$ cat src/rtl/polaris_pkg.sv
// Shared definitions for the Polaris CPU bus arbiter: grant encoding and bus
// size constants.
package polaris_pkg;

   typedef enum logic [1:0] {
      GNT_IDLE = 2'b00,
      GNT_I    = 2'b01,
      GNT_D    = 2'b10
   } grant_e;

   localparam logic [1:0] BSIZ_WORD = 2'b10;
   localparam int         WAIT_W    = 8;

endpackage

$ cat src/rtl/polaris_bus_watchdog.sv
// Wait-state counter for the granted transfer. It signals expiry once the
// strobe has gone unanswered for TIMEOUT_CYCLES cycles.
module polaris_bus_watchdog
   import polaris_pkg::*;
#(
   parameter int TIMEOUT_CYCLES = 255
) (
   input  logic clk_i,
   input  logic reset_i,
   input  logic clr_i,
   input  logic wait_i,
   output logic expire_o
);

   localparam logic [WAIT_W-1:0] LIMIT = WAIT_W'(TIMEOUT_CYCLES);

   logic [WAIT_W-1:0] cnt_q, cnt_d;

   assign expire_o = wait_i && (cnt_q == LIMIT);

   always_comb begin
      cnt_d = cnt_q;
      if (clr_i || expire_o) begin
         cnt_d = '0;
      end else if (wait_i && (cnt_q != LIMIT)) begin
         cnt_d = cnt_q + 1'b1;
      end
   end

   always_ff @(posedge clk_i or negedge reset_i) begin
      if (!reset_i) begin
         cnt_q <= '0;
      end else begin
         cnt_q <= cnt_d;
      end
   end

endmodule

$ cat src/rtl/polaris_bus_arbiter.sv
// Two-master arbiter (instruction fetch and data) onto one shared memory bus.
// Data wins ties and keeps the bus locked for the whole dcyc_i cycle.
module polaris_bus_arbiter
   import polaris_pkg::*;
#(
   parameter int TIMEOUT_CYCLES = 255
) (
   input  logic        clk_i,
   input  logic        reset_i,
   input  logic        istb_i,
   input  logic [63:0] iadr_i,
   output logic        iack_o,
   output logic [31:0] idat_o,
   input  logic        dcyc_i,
   input  logic        dstb_i,
   input  logic        dwe_i,
   input  logic [63:0] dadr_i,
   input  logic [63:0] ddat_i,
   input  logic [1:0]  dsiz_i,
   input  logic        dsigned_i,
   output logic        dack_o,
   output logic [63:0] ddat_o,
   output logic        bcyc_o,
   output logic        bstb_o,
   output logic        bwe_o,
   output logic        bsigned_o,
   output logic [63:0] badr_o,
   output logic [63:0] bdat_o,
   output logic [1:0]  bsiz_o,
   input  logic        back_i,
   input  logic [63:0] bdat_i,
   output logic        timeout_o,
   output logic [1:0]  gnt_o
);

   grant_e state_q, state_d;
   logic   expire;
   logic   iack_bus, dack_bus;
   logic   wd_clr;

   always_comb begin
      bcyc_o    = 1'b0;
      bstb_o    = 1'b0;
      bwe_o     = 1'b0;
      bsigned_o = 1'b0;
      badr_o    = '0;
      bdat_o    = '0;
      bsiz_o    = '0;
      case (state_q)
         GNT_I: begin
            bcyc_o = istb_i;
            bstb_o = istb_i;
            badr_o = iadr_i;
            bsiz_o = BSIZ_WORD;
         end
         GNT_D: begin
            bcyc_o    = dcyc_i;
            bstb_o    = dstb_i;
            bwe_o     = dwe_i;
            bsigned_o = dsigned_i;
            badr_o    = dadr_i;
            bdat_o    = ddat_i;
            bsiz_o    = dsiz_i;
         end
         default: ;
      endcase
   end

   // Read data only passes through on a real slave ack, never on a forced one.
   assign iack_bus  = (state_q == GNT_I) && istb_i && back_i;
   assign dack_bus  = (state_q == GNT_D) && dstb_i && back_i;
   assign iack_o    = (state_q == GNT_I) && istb_i && (back_i || expire);
   assign dack_o    = (state_q == GNT_D) && dstb_i && (back_i || expire);
   assign idat_o    = iack_bus ? bdat_i[31:0] : '0;
   assign ddat_o    = dack_bus ? bdat_i : '0;
   assign timeout_o = expire;
   assign gnt_o     = state_q;

   always_comb begin
      state_d = state_q;
      case (state_q)
         GNT_IDLE: begin
            if (dcyc_i)      state_d = GNT_D;
            else if (istb_i) state_d = GNT_I;
         end
         GNT_I: begin
            if (iack_o || !istb_i) begin
               if (dcyc_i)      state_d = GNT_D;
               else if (istb_i) state_d = GNT_I;
               else             state_d = GNT_IDLE;
            end
         end
         GNT_D: begin
            if (!dcyc_i) begin
               state_d = istb_i ? GNT_I : GNT_IDLE;
            end
         end
         default: state_d = GNT_IDLE;
      endcase
   end

   always_ff @(posedge clk_i or negedge reset_i) begin
      if (!reset_i) begin
         state_q <= GNT_IDLE;
      end else begin
         state_q <= state_d;
      end
   end

   assign wd_clr = (state_d != state_q) || iack_o || dack_o || !bstb_o;

   polaris_bus_watchdog #(
      .TIMEOUT_CYCLES (TIMEOUT_CYCLES)
   ) u_watchdog (
      .clk_i    (clk_i),
      .reset_i  (reset_i),
      .clr_i    (wd_clr),
      .wait_i   (bstb_o && !back_i),
      .expire_o (expire)
   );

endmodule

$ cat config.mk
export PLATFORM = sky130hd
export DESIGN_NAME = polaris_bus_arbiter
export DESIGN_NICKNAME = d
export VERILOG_FILES = /design/src/rtl/polaris_pkg.sv /design/src/rtl/polaris_bus_watchdog.sv /design/src/rtl/polaris_bus_arbiter.sv
export SDC_FILE = /design/constraint.sdc
export NUM_CORES = 1
export LEC_CHECK = 0
export BUFFER_PORTS_ARGS = -buffer_cell sky130_fd_sc_hd__buf_4
export CAP_MARGIN = 5
export CORE_AREA = 2 2 196 198
export DETAILED_ROUTE_END_ITERATION = 8
export DIE_AREA = 0 0 198 200
export PLACE_DENSITY_LB_ADDON = 0.15
export SLEW_MARGIN = 20
export SYNTH_ARGS = -nofsm -noshare
export SYNTH_HDL_FRONTEND = slang
export SYNTH_HIERARCHICAL = 1
export SYNTH_SLANG_ARGS = --single-unit
$ cat constraint.sdc
create_clock -name clk_i -period 5.71 [get_ports clk_i]
set_input_delay 0.2855 -clock clk_i [delete_from_list [all_inputs] [get_ports clk_i]]
set_output_delay 0.2855 -clock clk_i [all_outputs]
set_load 0.02 [all_outputs]
==> flow_metrics.tcl, run 1 <==
set metrics [dict create \
    holdBufCountCts 1 \
    synth_cells 427 \
    fin_cells 1405 \
    grt_usage 0.0953 \
    final_cell_area_mm2 0.00725 \
    vias 4828 \
    clkLatencyLatePin_ps 240 \
    worst_r2r_path_depth 15 \
    antenna_cells 0 \
    critPathMaxFanout 24 \
    clockRootBuffer "clkbuf_16" \
    cts-resized-gates 0 \
    fin_util 0.194 \
    fin_worst_skew_ps 1.67 \
    postPlaceCellArea_mm2 0.00712 \
    grt_pass1_vias 4502 \
    p_per_area_mw_per_mm2 314 \
    crit_type "reg2reg" \
    hold_viol 0 \
    antenna_left 0 \
    gr-total-overflow 0 \
    relSlewSlack 0.395 \
    cts_num_sinks 10 \
    place_congestion 0.719 \
    seq_area_frac_synth 0.0874 \
    slew_violations 0 \
    holdWs_ps 385 \
    die_x_um 198 \
    synthArstFlopShare 1.00 \
    avgRoutedWirePerCell_um 15.6 \
    avgViaCountPerCell 3.44 \
    maxCapViolCount 0 \
    grt_start_max_net_pins 116 \
    syn_avg_cell_area_um2 6.71 \
    final.fill_count 4228 \
    numCtsBuffers 3 \
    ioPinCount 501 \
    clkTransAtPathRegs_ps 50 \
    grt_first_pass_wirelength_um 28400 \
    areaGrowthSynthToFinish_pct 153 \
    tightest_slew_ps 908 \
    rsz0062_at_grt "no" \
    post_cts_buffers 0 \
    status "completed" \
    worst_setup_path_start_kind "register" \
    antenna_found_initial 2 \
    syn_nets 698 \
    p_leak_uw 0.00360 \
    synth_flop_cell "dfrtp_1" \
    cts_max_level 1 \
    firstDrtPassIters 4 \
    fmax_mhz 252 \
    numPlacedInstances 1399 \
    clk_path_buf_depth 2 \
    hp-class "in2reg" \
    drt_iter0_markers 223 \
    finalSetupTns_ps 0 \
    num_rows 71 \
    cp.arrival_ps 4120 \
    whs_path_depth 3 \
    fin_crit_sh 0.694 \
    drc 0 \
    hpwl_um 18500 \
    die_y_um 200 \
    nets 1166 \
    synth_edf_count 0 \
    cts_tree "built" \
    synth_seq_cells 10 \
    ys.warnings.count 6 \
    die_area_mm2 0.0396 \
    cp.required_ps 5870 \
    synth_area_mm2 0.00286 \
    synth_cell_types 38 \
    setup_viol 0 \
    finalWirelength_um 21900 \
    port_buffers 500 \
    coreArea_mm2 0.0374 \
    initial_utilization 0.0766 \
    endpoint_kind "register" \
    drive_gt1_frac 0.576 \
    peakVddDrop_mv 0.446 \
    post-route-min-period_ps 3960 \
]
## cells by family after synthesis
kind of cell / after synthesis / synth area share
buffers and inverters: 48 / 0.0699
multiplexers: 1 / 0.00393
flip-flops: 10 / 0.0874
AO/OA/AOI/OAI: 91 / 0.234
adder cells (fa/ha/maj): 5 / 0.0218
XOR/XNOR: 3 / 0.00918
AND/OR/NAND/NOR: 269 / 0.574
## cell usage after synthesis, types with 4 or more instances
cell type  count  share of area
o21ai_0        5         0.0087
buf_4          4          0.010
nor2_1         6         0.0079
a22oi_1       64           0.17
a21oi_1        5         0.0087
inv_1          5         0.0066
buf_2          4         0.0070
clkbuf_1      29          0.038
nor2b_1       66           0.14
buf_1          6         0.0079
dfrtp_1       10          0.087
nand2b_1       4         0.0087
nor3_1         5         0.0087
ha_1           5          0.022
nand2_1        7         0.0092
and2_1       164           0.36
## where the power goes
part           switching, uW  leakage (uW)  internal [uW]  total, uW
Clock                   37.4     0.0000442            106        143
Sequential              13.2      0.000137           77.2       90.4
Combinational           1150       0.00342            896       2050
## state kept, by name (all words and copies together) (netlist names)
| register | cells |
|---|---|
| u_watchdog/cnt_q | 8 |
| gnt_o | 2 |
## routing by layer
layer	vias to the layer above	GRT usage	routed length [um]
met2	335	0.178	11300
met5	-	0	27
met3	18	0.0272	2200
met4	4	0.0131	297
li1	2372	-	-
met1	2099	0.110	8130
## critical path: stages (launching register included)
cell and delay [ps]:
dfrtp_1 440, inv_1 190, ha_4 350, a22o_1 210
and2_1 160, and2b_1 270, nand4_1 220, nor2_1 410
nor3_1 120, a2111oi_0 390, nor3_1 80, o21ai_1 140
buf_4 200, o2111ai_2 180, or3_1 340, a31oi_1 160
## final cells by class
class / instances / area, um2 / share of cell area
well taps: 511 / 639 / 0.0882
multi-input cells: 369 / 2430 / 0.335
flip-flops and latches: 10 / 250 / 0.0345
inverters: 5 / 18.8 / 0.00259
clock buffers: 4 / 88.8 / 0.0123
repair buffers: 506 / 3820 / 0.527
## worst paths after layout
path,start,end,slack (ps)
min in group asynchronous,reset_i,gnt_o[0],420
min,dcyc_i,gnt_o[1],380
max,gnt_o[0],u_watchdog/cnt_q[7],1750
max in group asynchronous,reset_i,u_watchdog/cnt_q[4],5130
min reg2reg,u_watchdog/cnt_q[7],u_watchdog/cnt_q[7],580
max reg2reg,gnt_o[0],u_watchdog/cnt_q[7],1750
## layout by cell type, fill, tap and decap left out, types with 4 or more instances in the layout
cell type,n
inv_1,5
nand2b_1,4
a21oi_1,5
nor2_1,6
o21ai_0,5
buf_4,504
dfrtp_1,10
a22oi_1,64
nor3_1,5
nor2b_1,66
nand2_1,7
and2_1,164
## through the flow
step	power, uW	setup WS, ps
after floorplan	1250	1800
after global placement	2180	1740
after detailed placement	2140	1810
after CTS	2290	1780
after global routing	2450	1330
final	2280	1750
No activity file was read; power rests on OpenSTA's default activity.
==> run 2: changes to the inputs <==
Settings changed: CORE_AREA 2 2 196 198 to 2 2 197 199, DIE_AREA 0 0 198 200 to 0 0 199 201.
Clock period 5.71 ns to 4.1 ns, I/O delays scaled along.
==> flow_metrics.tcl, run 2 (synthesis gave the netlist of run 1 again) <==
set metrics [dict create \
    hp-class "in2reg" \
    antenna_found_initial 0 \
    fin_worst_skew_ps 4.42 \
    ioPinCount 501 \
    numPlacedInstances 1413 \
    vias 4773 \
    clkTransAtPathRegs_ps 40 \
    nets 1172 \
    fmax_mhz 273 \
    antenna_left 0 \
    drc 0 \
    cp.arrival_ps 3820 \
    final.fill_count 4354 \
    fin_util 0.191 \
    layout_common_cells "buf_4, and2_1, nor2b_1, a22oi_1, dfrtp_1" \
    final_common_cell "buf_4" \
    clkLatencyLatePin_ps 240 \
    rsz0062_at_grt "no" \
    grt_first_pass_wirelength_um 28400 \
    cp.required_ps 4260 \
    drive_gt1_frac 0.578 \
    clk_path_buf_depth 2 \
    areaGrowthSynthToFinish_pct 154 \
    regMostFlops "u_watchdog/cnt_q" \
    cts_num_sinks 10 \
    endpoint_kind "register" \
    grt_usage 0.0921 \
    crit_type "reg2reg" \
    numCtsBuffers 3 \
    slew_violations 0 \
    status "completed" \
    fin_crit_sh 0.893 \
    port_buffers 500 \
    p_per_area_mw_per_mm2 432 \
    peakVddDrop_mv 0.410 \
    p_leak_uw 0.00362 \
    grt_pass1_vias 4695 \
    maxCapViolCount 0 \
    gr-total-overflow 0 \
    setup_viol 0 \
    initial_utilization 0.0752 \
    worst_setup_path_start_kind "register" \
    die_area_mm2 0.0400 \
    avgRoutedWirePerCell_um 14.4 \
    relSlewSlack 0.441 \
    drt_iter0_markers 194 \
    cts_max_level 1 \
    tightest_slew_ps 838 \
    firstDrtPassIters 4 \
    critPathMaxFanout 6 \
    die_y_um 201 \
    place_congestion 0.755 \
    coreArea_mm2 0.0381 \
    avgViaCountPerCell 3.36 \
    num_rows 72 \
    finalWirelength_um 20400 \
    finalSetupTns_ps 0 \
    die_x_um 199 \
    hpwl_um 17400 \
    cts_tree "built" \
    holdBufCountCts 1 \
    fin_cells 1419 \
    setup_ws_ps 440 \
    largest_register_ffs 8 \
    post-place-ws_ps 477 \
    hold_viol 0 \
    clockRootBuffer "clkbuf_16" \
    post-route-min-period_ps 3660 \
    cts-resized-gates 0 \
    post_cts_buffers 0 \
    grt_start_max_net_pins 92 \
]
[run 2: path summary, 6_finish.rpt]
check,from,depth (start not counted),end,slack (ps)
worst max-delay path,gnt_o[0],16,u_watchdog/cnt_q[5],440
worst min-delay path,dcyc_i,3,gnt_o[1],310
worst max register to register,gnt_o[0],16,u_watchdog/cnt_q[5],440
worst min register to register,u_watchdog/cnt_q[7],2,u_watchdog/cnt_q[7],560
max in group asynchronous,reset_i,2,u_watchdog/cnt_q[1],3610
min in group asynchronous,reset_i,2,u_watchdog/cnt_q[2],330
[run 2: per-stage QoR]
stage / hold WS, ps / area [um2] / total power [uW]
after floorplan: -90.6 / 2860 / 1740
after global placement: 56.2 / 7180 / 3060
after detailed placement: 55.1 / 7180 / 3010
after CTS: 314 / 7280 / 3210
after global routing: 326 / 7280 / 3390
final: 309 / 7290 / 3150
[run 2: power breakdown]
part / leakage [uW] / internal [uW] / switching, uW / total [uW]
clock: 0.0000442 / 147 / 47.7 / 195
sequential: 0.000137 / 108 / 8.65 / 116
combinational: 0.00344 / 1240 / 1600 / 2840
[run 2: cell type report]
cell class | instances | area (um2) | share of cell area
diodes | 1 | 2.50 | 0.000343
clock buffers | 4 | 88.8 | 0.0122
inverters | 5 | 18.8 | 0.00258
multi-input cells | 369 | 2430 | 0.334
flip-flops and latches | 10 | 250 | 0.0343
well taps | 518 | 648 | 0.0890
repair buffers | 512 | 3850 | 0.528
[run 2: routing by layer]
metal | global-route usage | part of all wire
met5 | 0 | 0
met4 | 0.00880 | 0.0055
met2 | 0.181 | 0.53
met1 | 0.0986 | 0.36
met3 | 0.0270 | 0.11
[run 2: critical path, stage by stage, from the launching register on]
cell and delay [ps]:
dfrtp_1 440, inv_1 200, ha_4 170, a22o_1 140, and2_1 160, and2b_1 150
nand4_1 190, nor2_1 340, buf_4 190, nor3_1 50, a2111oi_0 380, nor3_1 80
o21ai_1 210, buf_4 190, o2111ai_2 170, or3_1 360, a31oi_1 160
==> run 3: changes to the inputs <==
Settings changed: ABC_AREA from default to 1, CORE_AREA 2 2 197 199 to 2 2 193 195, DIE_AREA 0 0 199 201 to 0 0 195 197.
==> flow_metrics.tcl, run 3 <==
set metrics [dict create \
    power.internal_uw 1330 \
    largest_register_ffs 8 \
    clkTransAtPathRegs_ps 40 \
    synth_cell_types 22 \
    avgViaCountPerCell 3.36 \
    nets 1397 \
    startpoint "gnt_o[1]" \
    worst_setup_path_start_kind "register" \
    p_sw_uw 2000 \
    grt_first_pass_wirelength_um 32100 \
    synth_seq_cells 10 \
    relSlewSlack 0.308 \
    hold_viol 0 \
    place_congestion 0.838 \
    fin_crit_sh 0.816 \
    syn_nets 922 \
    r2r_end "u_watchdog/cnt_q[2]" \
    rsz0062_at_grt "no" \
    worst_r2r_path_depth 24 \
    clk_path_buf_depth 2 \
    endpoint_kind "register" \
    vias 5349 \
    finalSetupTns_ps 0 \
    synth_edf_count 0 \
    hpwl_um 18800 \
    post-route-min-period_ps 3340 \
    yosysMostFrequentCell "nand2_1" \
    critPathMaxFanout 6 \
    die_area_mm2 0.0384 \
    synth_cells 651 \
    num_rows 70 \
    syn_avg_cell_area_um2 4.45 \
    antenna_cells 0 \
    fmax_mhz 299 \
    regArea_um2 250 \
    fin_worst_skew_ps 1.14 \
    drive_gt1_frac 0.470 \
    cts_max_level 1 \
    p_comb_frac 0.903 \
    multi_input_area_mm2 0.00192 \
    gr-total-overflow 0 \
    peakVddDrop_mv 0.442 \
    status "completed" \
    clkLatencyLatePin_ps 240 \
    synthArstFlopShare 1.00 \
    tightest_slew_ps 1040 \
    fin_cells 1593 \
    final_cell_area_mm2 0.00723 \
    cp.arrival_ps 3470 \
    antenna_left 0 \
    postPlaceCellArea_mm2 0.00713 \
    initial_utilization 0.0799 \
    p_leak_uw 0.00449 \
    final_common_cell "buf_4" \
    port_buffers 500 \
    numPlacedInstances 1588 \
    r2r-start "gnt_o[1]" \
    pwr-share-seq 0.038 \
    hp-class "in2async" \
    die_y_um 197 \
    drc 0 \
    die_x_um 195 \
    maxCapViolCount 0 \
    synth_top_area_cell "nand2_1" \
    cpMaxStageDelayCell "dfrtp_1" \
    drt_iter0_markers 235 \
    synth_flop_cell "dfrtp_1" \
    finalWirelength_um 22700 \
    fin_util 0.199 \
    ioPinCount 501 \
    layout_common_cells "buf_4, nand2_1, inv_1, nor2_1, a21oi_1" \
    regMostFlops "u_watchdog/cnt_q" \
    p_per_area_mw_per_mm2 461 \
    coreArea_mm2 0.0363 \
    firstDrtPassIters 4 \
    areaGrowthSynthToFinish_pct 150 \
    cpMostUsedCell "nand2_1" \
    avgRoutedWirePerCell_um 14.2 \
    regToRegSetupSlack_ps 760 \
    numCtsBuffers 3 \
    crit_chain "inv_1 > ha_2 > nand2_2 > a21oi_1 > inv_1 > nor2_1 > nand2_1 > nor2_1 > nand2_1 > inv_1 > nor2_1 > nor2_2 > nand2_1 > nand2_1 > nand2_1 > nand2_2 > nand3_1 > nand2_1 > nand3_2 > nor2_4 > inv_2 > nand2_1 > xor2_1 > nor2_1" \
    synth_top_area_frac 0.307 \
    seq_area_frac_synth 0.0864 \
    synth_area_mm2 0.00290 \
    grt_usage 0.107 \
    switching_share 0.601 \
    cp.required_ps 4220 \
    setup_viol 0 \
    slew_violations 0 \
    grt_pass1_vias 5097 \
    power.clock.fraction 0.058 \
    crit_type "reg2reg" \
    final.fill_count 4300 \
    clockRootBuffer "clkbuf_16" \
    slowest_delay_ps 450 \
    ys.warnings.count 6 \
    antenna_found_initial 0 \
    grt_start_max_net_pins 95 \
    total_power_uw 3330 \
    synth_top_cells_by_area "nand2_1, inv_1, nor2_1" \
    cts_tree "built" \
    cts_num_sinks 10 \
    synth_common_cells "nand2_1, inv_1, nor2_1" \
    cts-resized-gates 0 \
]
==> run 3: changes by cell type after synthesis, sizes merged, moves of 19 or more <==
cell / delta
a21oi: +65
nor2: +110
clkbuf: -19
nand2: +234
inv: +148
nor2b: -66
a22oi: -64
and2: -164
==> run 3: cell type report <==
type	count	share of cell area
inverters	153	0.0794
well taps	468	0.0810
flip-flops and latches	10	0.0346
clock buffers	4	0.0123
repair buffers	508	0.528
multi-input cells	450	0.265
==> run 3: cell families after synthesis <==
kind of cell	share of synthesized area
and+or+nand+nor	0.499
buffers and inverters	0.258
adders and majority gates	0.0216
AOI/OAI and AO/OA	0.128
xor gates and xnor gates	0.00605
DFF	0.0864
==> run 3: metal layers <==
layer / part of all wire / routed length (um) / vias up / track usage
met4: 0.013 / 303 / 0 / 0.0144
li1: - / - / 2806 / -
met2: 0.54 / 12200 / 168 / 0.207
met1: 0.39 / 8950 / 2359 / 0.127
met3: 0.053 / 1210 / 16 / 0.0163
met5: 0 / 0 / - / 0
==> run 3: metrics by stage <==
stage               hold WS, ps  setup WS [ps]
finish                      329            756
global route                369            275
CTS                         336            726
detailed placement         49.8            749
global placement           50.3            844
floorplan                 -90.6            438
==> run 3: worst max-delay path by stage <==
stage | cells past startpoint | end
CTS | 24 | u_watchdog/cnt_q[2]
detailed placement | 24 | u_watchdog/cnt_q[2]
global route | 24 | u_watchdog/cnt_q[2]
finish | 24 | u_watchdog/cnt_q[2]
floorplan | 25 | u_watchdog/cnt_q[2]
global placement | 24 | u_watchdog/cnt_q[2]
==> run 3: repair_timing <==
| action | 4_1_cts | 5_1_grt |
|---|---|---|
| endpoints found under the hold margin | 10 | 0 |
| buffers inserted | 0 | 0 |
| hold buffers | 1 | 0 |
==> run 3: critical path: cells and delay by family, from the launching register on <==
kind | cells | cell delay (ps)
buffers and inverters | 4 | 480
flip-flops | 1 | 450
adder cells (fa/ha/maj) | 1 | 220
XOR/XNOR | 1 | 140
AO/OA/AOI/OAI | 1 | 190
AND/OR/NAND/NOR | 17 | 1740
==> run 3: power by group through the flow <==
stage	Combinational [uW]	Clock (uW)	Sequential, uW
finish	3010	195	128
global route	3280	208	131
CTS	3090	200	128
detailed placement	3080	0	131
global placement	3100	0	129
floorplan	1650	0	134
